**config.mk**
```make
export PLATFORM = sky130hd
export DESIGN_NAME = mic_translator
export DESIGN_NICKNAME = d
export VERILOG_FILES = /design/src/rtl/mic_translator.sv
export SDC_FILE = /design/constraint.sdc
export NUM_CORES = 1
export LEC_CHECK = 0
export ABC_CLOCK_PERIOD_IN_PS = 4300
export CORE_ASPECT_RATIO = 0.75
export CORE_UTILIZATION = 52
export CTS_BUF_LIST = sky130_fd_sc_hd__clkbuf_8
export CTS_CLUSTER_DIAMETER = 120
export DETAILED_ROUTE_END_ITERATION = 8
export PLACE_DENSITY = 0.76
export SYNTH_ARGS = -nofsm -noshare
export SYNTH_HDL_FRONTEND = slang
export SYNTH_SLANG_ARGS = --single-unit
```
**constraint.sdc**
```tcl
create_clock -name clk -period 4.3 [get_ports clk]
set_input_delay 1.29 -clock clk [delete_from_list [all_inputs] [get_ports clk]]
set_output_delay 1.29 -clock clk [all_outputs]
set_load 0.01 [all_outputs]
```
**src/rtl/mic_translator.sv**
```systemverilog
// I2S microphone front end: generates BCLK/LRCLK, collects 16 ten-bit samples
// from one slot and publishes them as a frame. Macro MIC_TRANSLATOR_RIGHT_CH_EN selects the right slot.
module mic_translator (
  input  logic       clk,
  input  logic       reset,
  input  logic       DOUT,
  output logic       LRCLK,
  output logic       BCLK,
  output logic       new_t,
  output logic [9:0] t0,
  output logic [9:0] t1,
  output logic [9:0] t2,
  output logic [9:0] t3,
  output logic [9:0] t4,
  output logic [9:0] t5,
  output logic [9:0] t6,
  output logic [9:0] t7,
  output logic [9:0] t8,
  output logic [9:0] t9,
  output logic [9:0] t10,
  output logic [9:0] t11,
  output logic [9:0] t12,
  output logic [9:0] t13,
  output logic [9:0] t14,
  output logic [9:0] t15
);

`ifdef MIC_TRANSLATOR_RIGHT_CH_EN
  localparam logic SEL_SLOT = 1'b1;
`else
  localparam logic SEL_SLOT = 1'b0;
`endif

  logic [7:0]  cnt_q;
  logic [22:0] shreg_q;
  logic [3:0]  k_q;
  logic        xfer_q;
  logic        new_t_q;
  logic [9:0]  buf_q [16];
  logic [9:0]  t_q   [16];

  logic [4:0]  bit_idx;
  logic        capture;
  logic        last_bit;
  logic        write_en;
  logic [9:0]  sample_d;

  // Capture on the BCLK rising edge (cnt 4s+1 -> 4s+2) inside the data bits of the chosen slot.
  assign bit_idx  = cnt_q[6:2];
  assign capture  = (cnt_q[1:0] == 2'b01) && (cnt_q[7] == SEL_SLOT) &&
                    (bit_idx >= 5'd1) && (bit_idx <= 5'd24);
  assign last_bit = (bit_idx == 5'd24);
  assign write_en = capture && last_bit;
  // The 24th bit is the LSB, so word[23:14] is already sitting in the shift register.
  assign sample_d = shreg_q[22:13];

  always_ff @(posedge clk) begin
    if (reset) begin
      cnt_q   <= 8'd0;
      shreg_q <= 23'd0;
      k_q     <= 4'd0;
      xfer_q  <= 1'b0;
      new_t_q <= 1'b0;
    end else begin
      cnt_q   <= cnt_q + 8'd1;
      new_t_q <= xfer_q;
      xfer_q  <= write_en && (k_q == 4'd15);
      if (capture) begin
        shreg_q <= {shreg_q[21:0], DOUT};
      end
      if (write_en) begin
        k_q <= k_q + 4'd1;
      end
    end
  end

  genvar gi;
  generate
    for (gi = 0; gi < 16; gi++) begin : g_entry
      always_ff @(posedge clk) begin
        if (reset) begin
          buf_q[gi] <= 10'd0;
          t_q[gi]   <= 10'd0;
        end else begin
          if (write_en && (k_q == 4'(gi))) begin
            buf_q[gi] <= sample_d;
          end
          if (xfer_q) begin
            t_q[gi] <= buf_q[gi];
          end
        end
      end
    end
  endgenerate

  assign BCLK  = cnt_q[1];
  assign LRCLK = cnt_q[7];
  assign new_t = new_t_q;
  assign t0  = t_q[0];
  assign t1  = t_q[1];
  assign t2  = t_q[2];
  assign t3  = t_q[3];
  assign t4  = t_q[4];
  assign t5  = t_q[5];
  assign t6  = t_q[6];
  assign t7  = t_q[7];
  assign t8  = t_q[8];
  assign t9  = t_q[9];
  assign t10 = t_q[10];
  assign t11 = t_q[11];
  assign t12 = t_q[12];
  assign t13 = t_q[13];
  assign t14 = t_q[14];
  assign t15 = t_q[15];

endmodule

```
==> impl_metrics.json, run 1 <==
{
  "synth-edff-count": 320,
  "via_per_inst": 5.09,
  "worst_path_dominant_cell_family": "buffers and inverters",
  "wl_microns": 26500,
  "clkTransAtPathRegs_ns": 0.06,
  "tns_ns": 0,
  "ys_ff_latch": 357,
  "syn_area_per_cell_sq_um": 14.6,
  "fin_crit_ns": 2.84,
  "critPathArrivalTime_ns": 1.55,
  "core-area_sq_um": 25100,
  "syn-cell-area_sq_um": 13300,
  "path_depth": 1,
  "fin_nets": 1104,
  "drive_gt1_share_pct": 7.29,
  "postCtsSetupBuffers": 0,
  "initial_utilization_pct": 53.2,
  "dp_hpwl_microns": 16500,
  "ys_seq_area_share_pct": 77.6,
  "fin_crit_sh_pct": 66.1,
  "hold_ws_ns": 0.479,
  "netlist_top_cells_count": "edfxtp_1 (320), and2_1 (173), nor2_1 (164)",
  "gp_congestion": 0.786,
  "numCtsBuffers": 54,
  "worstPathMaxFanout": 5,
  "die_h_microns": 141,
  "synthCells": 912,
  "port-buffer-count": 165,
  "hp-class": "flip-flop to flip-flop",
  "max_stage_delay_ns": 0.58,
  "crit_path_start_kind": "flip-flop",
  "area_delta_synth_final_pct": 22.4,
  "synth_most_common_cell": "edfxtp_1",
  "max_freq_mhz": 352,
  "ant_nets": 0,
  "p_clk_share_pct": 37.0,
  "ff2ff_setup_slack_ns": 1.83,
  "crit_buf_inv": 1,
  "use_met1_pct": 27.9,
  "overflow": 0,
  "busiest_layer": "met2",
  "grt_use_met3_pct": 5.30,
  "crit_slowest_cell": "clkdlybuf4s50_1",
  "drt_iter0_drc": 596,
  "ir_drop_mv": 0.224,
  "grt_pass1_wl_microns": 40600,
  "power_switching_mw": 1.38,
  "yosys_warnings": 0,
  "synth_area_leader_cell": "edfxtp_1",
  "worst_slew_pin_slew_ns": 1.00,
  "vias": 7523,
  "sequentialPowerShare_pct": 59.5,
  "grt_max_degree": 116,
  "startpoint": "cnt_q[1]$_SDFF_PP0_",
  "hold_viol": 0,
  "skew_ns": 0.0211,
  "wl_per_cell_microns": 18.0,
  "cts.sinks": 357,
  "clkLatencyLatePin_ns": 0.57,
  "cap_violations": 0,
  "clk_path_buf_depth": 3,
  "rsz0062_at_grt": "false",
  "synth.top_cell.area_share_pct": 72.1,
  "p_sw_share_pct": 20.9,
  "grt_use_met2_pct": 31.5,
  "drv_slew": 0,
  "cts_root_buffer": "clkbuf_8",
  "intPower_mw": 5.24,
  "io-pin-count": 166,
  "endpoint": "BCLK",
  "first_pass_iters": 4,
  "grt_pass1_vias": 7416,
  "required_ns": 3.01,
  "synth-main-ff-cell": "edfxtp_1",
  "setup_violations": 0,
  "reg2regPathDepth": 3,
  "leakagePower_nw": 5.70,
  "synth.area.top_cells": "edfxtp_1 (72%), and2_1 (8.1%), dfxtp_1 (5.6%)",
  "postSynth.asyncResetShare_pct": 0,
  "postCtsHoldBufs": 0,
  "critPathKind": "flip-flop to output port",
  "reg2reg_from": "k_q[2]$_SDFFE_PP0P_",
  "power_density_nw_per_um2": 406,
  "endpoint_kind": "output port",
  "drcViolationCount": 0,
  "p_comb_share_pct": 3.5,
  "cts_tree": "built",
  "rows": 50,
  "r2r-end": "buf_q[0][63]$_SDFFCE_PN0P_",
  "cts.repair.resized": 0,
  "synth_nets": 921,
  "die_area_sq_um": 26300,
  "htree_levels": 2,
  "synth_cell_types": 30,
  "crit_chain": "clkdlybuf4s50_1",
  "grtUsageTotal_pct": 20.2,
  "final.fill_count": 1795,
  "max-slew-margin-rel_pct": 33.2,
  "antenna_found_initial": 1,
  "run_status": "complete, no violations",
  "die_x_microns": 187
}
-- how the worst min path moves through the flow --
stage	startpoint	end	depth (start not counted)
after floorplan	cnt_q[0]$_SDFF_PP0_	cnt_q[0]$_SDFF_PP0_	1
after global placement	cnt_q[0]$_SDFF_PP0_	cnt_q[0]$_SDFF_PP0_	1
after detailed placement	cnt_q[0]$_SDFF_PP0_	cnt_q[0]$_SDFF_PP0_	1
after CTS	cnt_q[0]$_SDFF_PP0_	cnt_q[0]$_SDFF_PP0_	1
after global routing	shreg_q[7]$_SDFFE_PP0P_	shreg_q[8]$_SDFFE_PP0P_	2
final	cnt_q[0]$_SDFF_PP0_	cnt_q[0]$_SDFF_PP0_	1
-- cell usage in the layout (no fill, tap or decap), drive strengths merged, types with 5 or more instances in the layout --
| master | count |
|---|---|
| edfxtp | 320 |
| and2 | 173 |
| nor2 | 165 |
| clkdlybuf4s50 | 164 |
| nand2 | 60 |
| clkbuf | 58 |
| dfxtp | 37 |
| inv | 29 |
| nand2b | 24 |
| mux2i | 23 |
| clkinv | 14 |
| a21o | 12 |
| buf | 10 |
| xnor2 | 6 |
| ha | 6 |
| nor2b | 6 |
| nand3 | 5 |
-- power groups by stage --
stage	clock, mW	combinational (mW)	sequential [mW]
2_1_floorplan	0	0.0711	4.03
3_3_place_gp	0	0.232	4.01
3_5_place_dp	0	0.237	4.01
4_1_cts	2.50	0.238	3.94
5_1_grt	2.65	0.249	3.95
6_report	2.45	0.234	3.94
-- cells by family after synthesis --
kind of cell	share of synthesized area, %
compound gates	1.25
simple gates	16.8
xor+xnor	0.525
fa+ha+maj	0.563
buf+inv	1.54
flops	77.6
mux	1.73
-- metal layers --
layer  wire [microns]  vias up
met2            12200      303
met5                0        -
met1            11600     3656
li1                 -     3520
met3             2160       44
met4              584        0
-- metrics by stage --
stage	cell area, sq um	setup slack [ns]	total power, mW	utilization (%)	cells
after CTS	16300	1.40	6.68	65.1	1476
final	16300	1.46	6.62	65.1	1477
after floorplan	13300	0.0313	4.10	-	912
after global placement	15400	1.37	4.24	61.2	1377
after detailed placement	15400	1.31	4.25	61.2	1377
after global routing	16300	1.37	6.85	65.1	1476
-- state kept, by name, indices dropped and copies added, names as in the netlist --
signal,count
shreg_q,23
cnt_q,8
buf_q,160
new_t,1
k_q,4
t_q,160
xfer_q,1
-- area by class of cell --
type	count	area, sq um	area share [%]
Sequential cell	357	10300	63.4
Multi-Input combinational cell	505	2790	17.1
Timing Repair Buffer	174	1790	11.0
Clock buffer	58	798	4.89
Tap cell	338	423	2.59
Clock inverter	41	163	0.996
Inverter	3	11.3	0.0690
Antenna cell	1	2.50	0.0153
No activity file was read; power rests on OpenSTA's default activity.
==> run 2: changes to the inputs <==
ABC_CLOCK_PERIOD_IN_PS = 2850   (was 4300)
CORE_UTILIZATION = 57   (was 52)
PLACE_DENSITY = 0.8   (was 0.76)
clock period = 2.85 ns   (was 4.3 ns; I/O delays follow)
==> impl_metrics.json, run 2 (synthesis gave the netlist of run 1 again) <==
{
  "run_status": "complete, no violations",
  "drv_slew": 0,
  "p_clk_share_pct": 36.1,
  "leakagePower_nw": 5.68,
  "power_density_nw_per_um2": 605,
  "dp_hpwl_microns": 16200,
  "via_per_inst": 5.15,
  "clkTransAtPathRegs_ns": 0.06,
  "drt_iter0_drc": 677,
  "clkLatencyLatePin_ns": 0.58,
  "cts.sinks": 357,
  "ff2ff_setup_slack_ns": 0.57,
  "wl_microns": 25100,
  "fin_nets": 1110,
  "die_area_sq_um": 24000,
  "port-buffer-count": 165,
  "setup_violations": 0,
  "numCtsBuffers": 51,
  "wl_per_cell_microns": 17.4,
  "antenna_found_initial": 1,
  "critPathKind": "flip-flop to output port",
  "endpoint_kind": "output port",
  "skew_ns": 0.0248,
  "sequentialPowerShare_pct": 60.3,
  "postCtsHoldBufs": 0,
  "crit_buf_inv": 1,
  "worst_slew_pin_slew_ns": 0.943,
  "rows": 48,
  "cap_violations": 0,
  "gp_congestion": 0.769,
  "max-slew-margin-rel_pct": 37.0,
  "grt_max_degree": 131,
  "clk_path_buf_depth": 3,
  "core-area_sq_um": 23000,
  "worst_path_dominant_cell_family": "buffers and inverters",
  "first_pass_iters": 5,
  "max_freq_mhz": 415,
  "fin_crit_ns": 2.41,
  "fin_crit_sh_pct": 84.6,
  "cts_root_buffer": "clkbuf_8",
  "overflow": 0,
  "layout_common_cells": "edfxtp_1 (320), and2_1 (173), nor2_1 (164), clkdlybuf4s50_1 (164), nand2_1 (60)",
  "max_stage_delay_ns": 0.57,
  "io-pin-count": 166,
  "intPower_mw": 7.75,
  "htree_levels": 2,
  "layout_commonest_cell": "edfxtp_1",
  "p_sw_share_pct": 21.3,
  "drcViolationCount": 0,
  "largest_registers": "buf_q (160), t_q (160), shreg_q (23)",
  "die_x_microns": 179,
  "p_comb_share_pct": 3.6,
  "vias": 7430,
  "critPathArrivalTime_ns": 1.56,
  "cts.repair.resized": 0,
  "grtUsageTotal_pct": 21.4,
  "area_delta_synth_final_pct": 22.0,
  "initial_utilization_pct": 58.0,
  "ir_drop_mv": 0.323,
  "hold_viol": 0,
  "crit_path_start_kind": "flip-flop",
  "crit_chain": "clkdlybuf4s50_1",
  "crit_slowest_cell": "clkdlybuf4s50_1",
  "rsz0062_at_grt": "false",
  "ant_nets": 0,
  "cts_tree": "built",
  "grt_pass1_wl_microns": 38200,
  "utilization_pct": 70.7,
  "tns_ns": 0,
  "worstPathMaxFanout": 5,
  "postCtsSetupBuffers": 0,
  "diodes": 0,
  "grt_pass1_vias": 7055,
  "die_h_microns": 134,
  "required_ns": 2.00,
  "power_switching_mw": 2.09,
  "drive_gt1_share_pct": 7.79,
  "hp-class": "flip-flop to flip-flop"
}
[run 2: per-stage QoR]
| stage | setup WS, ns | cells | instance area, sq um | power, mW | hold slack [ns] |
|---|---|---|---|---|---|
| final | 0.438 | 1443 | 16300 | 9.84 | 0.482 |
| after global routing | 0.371 | 1443 | 16300 | 10.2 | 0.506 |
| after CTS | 0.402 | 1443 | 16300 | 9.89 | 0.485 |
| after detailed placement | 0.617 | 1348 | 15400 | 6.41 | 0.475 |
| after global placement | 0.640 | 1348 | 15400 | 6.40 | 0.461 |
| after floorplan | 0.0307 | 912 | 13300 | 6.18 | 0.444 |
[run 2: worst register-to-register path, cell delays in order, from the launching register on]
cell	delay [ns]
dfxtp_1	0.36
inv_1	0.07
ha_1	0.18
nand4b_2	0.35
nor3b_1	0.51
a21o_1	0.47
[run 2: area by class of cell]
cell class / count / area (sq um)
Multi-Input combinational cell: 505 / 2790
Clock inverter: 43 / 181
Inverter: 3 / 11.3
Fill cell: 1483 / 6730
Tap cell: 300 / 375
Timing Repair Buffer: 183 / 1840
Clock buffer: 52 / 716
Sequential cell: 357 / 10300
[run 2: final timing paths]
kind                        from                    endpoint  depth (start not counted)
min reg2reg  cnt_q[0]$_SDFF_PP0_         cnt_q[0]$_SDFF_PP0_                          1
max reg2reg  cnt_q[1]$_SDFF_PP0_  buf_q[1][10]$_SDFFCE_PN0P_                          5
min          cnt_q[0]$_SDFF_PP0_         cnt_q[0]$_SDFF_PP0_                          1
max          cnt_q[1]$_SDFF_PP0_                        BCLK                          1
[run 2: layer usage]
metal | vias to the layer above | part of all wire (%) | track usage (%)
met5 | - | 0 | 0
met4 | 0 | 1.6 | 6.12
met3 | 33 | 7.5 | 4.03
met2 | 294 | 48 | 34.3
met1 | 3585 | 43 | 30.2
li1 | 3518 | - | -
[run 2: power groups by stage]
| stage | clock network, mW | registers, mW | logic (mW) |
|---|---|---|---|
| after global routing | 3.81 | 5.95 | 0.382 |
| after floorplan | 0 | 6.07 | 0.109 |
| final | 3.55 | 5.94 | 0.356 |
| after global placement | 0 | 6.05 | 0.353 |
| after detailed placement | 0 | 6.05 | 0.360 |
| after CTS | 3.59 | 5.94 | 0.361 |
==> run 3: changes to the inputs <==
ABC_CLOCK_PERIOD_IN_PS = 2500   (was 2850)
clock period = 2.5 ns   (was 2.85 ns; I/O delays follow)
==> impl_metrics.json, run 3 (synthesis gave the netlist of run 1 again) <==
{
  "grtUsageTotal_pct": 21.9,
  "cts.repair.resized": 0,
  "finalInstanceArea_sq_um": 16300,
  "clk_path_buf_depth": 3,
  "rows": 48,
  "power_density_nw_per_um2": 696,
  "diodes": 0,
  "clkLatencyLatePin_ns": 0.56,
  "place_area_sq_um": 15400,
  "via_per_inst": 5.23,
  "setup_violations": 0,
  "largest_registers": "buf_q (160), t_q (160), shreg_q (23)",
  "ant_nets": 0,
  "postCtsHoldBufs": 0,
  "numCtsBuffers": 52,
  "leakagePower_nw": 5.73,
  "hold_viol": 0,
  "io-pin-count": 166,
  "cts.sinks": 357,
  "critPathArrivalTime_ns": 1.61,
  "htree_levels": 2,
  "fin_crit_sh_pct": 94.3,
  "required_ns": 1.75,
  "total_power_mw": 11.3,
  "tns_ns": 0,
  "rsz0062_at_grt": "false",
  "cts_root_buffer": "clkbuf_8",
  "vias": 7545,
  "dp_slack_ns": 0.301,
  "utilization_pct": 70.8,
  "run_status": "complete, no violations",
  "worst_path_dominant_cell_family": "buffers and inverters",
  "drive_gt1_share_pct": 7.95,
  "fin_cells": 1444,
  "postCtsSetupBuffers": 0,
  "crit_buf_inv": 1,
  "seq_area_sq_um": 10300,
  "initial_utilization_pct": 58.0,
  "grt_pass1_wl_microns": 39500,
  "endpoint_kind": "output port",
  "layout_commonest_cell": "edfxtp_1",
  "die_x_microns": 179,
  "crit_path_start_kind": "flip-flop",
  "skew_ns": 0.0232,
  "clkTransAtPathRegs_ns": 0.07,
  "hp-class": "flip-flop to flip-flop",
  "crit_slowest_cell": "clkdlybuf4s50_1",
  "die_area_sq_um": 24000,
  "multiInputGateArea_sq_um": 2790,
  "area_delta_synth_final_pct": 22.1,
  "grt_max_degree": 95,
  "cts_tree": "built",
  "dp_hpwl_microns": 16700,
  "cap_violations": 0,
  "crit_chain": "clkdlybuf4s50_1",
  "fin_crit_ns": 2.36,
  "finalWorstSetupSlack_ns": 0.143,
  "worstPathMaxFanout": 4,
  "max_freq_mhz": 424,
  "overflow": 0,
  "layout_common_cells": "edfxtp_1 (320), and2_1 (173), nor2_1 (164), clkdlybuf4s50_1 (164), nand2_1 (60)",
  "drv_slew": 0,
  "antenna_found_initial": 0,
  "drcViolationCount": 0,
  "ir_drop_mv": 0.344,
  "dp.cells": 1350,
  "port-buffer-count": 165,
  "critPathKind": "flip-flop to output port",
  "worst_slew_pin_slew_ns": 0.705,
  "die_h_microns": 134,
  "max-slew-margin-rel_pct": 53.0,
  "wl_microns": 26000,
  "final.fill_count": 1541,
  "drt_iter0_drc": 665,
  "first_pass_iters": 6,
  "gp_congestion": 0.778,
  "fin_nets": 1113,
  "wl_per_cell_microns": 18.0,
  "hold_ws_ns": 0.481,
  "max_stage_delay_ns": 0.60,
  "core-area_sq_um": 23000,
  "grt_pass1_vias": 7294
}
==> run 3: per-layer routing <==
layer  up-vias  track usage, %  share of wire [%]
met3        46            4.90                7.6
met2       326            34.0                 47
met1      3651            31.4                 43
li1       3522               -                  -
met4         0            6.45                1.8
met5         -               0                  0
==> run 3: path summary, 6_finish.rpt <==
kind / startpoint / endpoint / slack (ns) / cells past startpoint
min: shreg_q[11]$_SDFFE_PP0P_ / shreg_q[12]$_SDFFE_PP0P_ / 0.48 / 2
max reg2reg: cnt_q[0]$_SDFF_PP0_ / buf_q[1][13]$_SDFFCE_PN0P_ / 0.24 / 4
min reg2reg: shreg_q[11]$_SDFFE_PP0P_ / shreg_q[12]$_SDFFE_PP0P_ / 0.48 / 2
max: cnt_q[7]$_SDFF_PP0_ / LRCLK / 0.14 / 1
==> run 3: power by group <==
group / total, mW / internal [mW] / switching [mW] / leakage (nW)
registers: 6.77 / 6.70 / 0.0759 / 3.48
clock network: 4.15 / 2.08 / 2.07 / 0.584
logic: 0.404 / 0.188 / 0.215 / 1.66
==> run 3: cell type report <==
type,instances,share of cell area [%]
inverters,3,0.0691
multi-input cells,505,17.1
well taps,300,2.30
clock inverters,37,0.876
clock buffers,57,4.82
repair buffers,185,11.3
flip-flops and latches,357,63.5
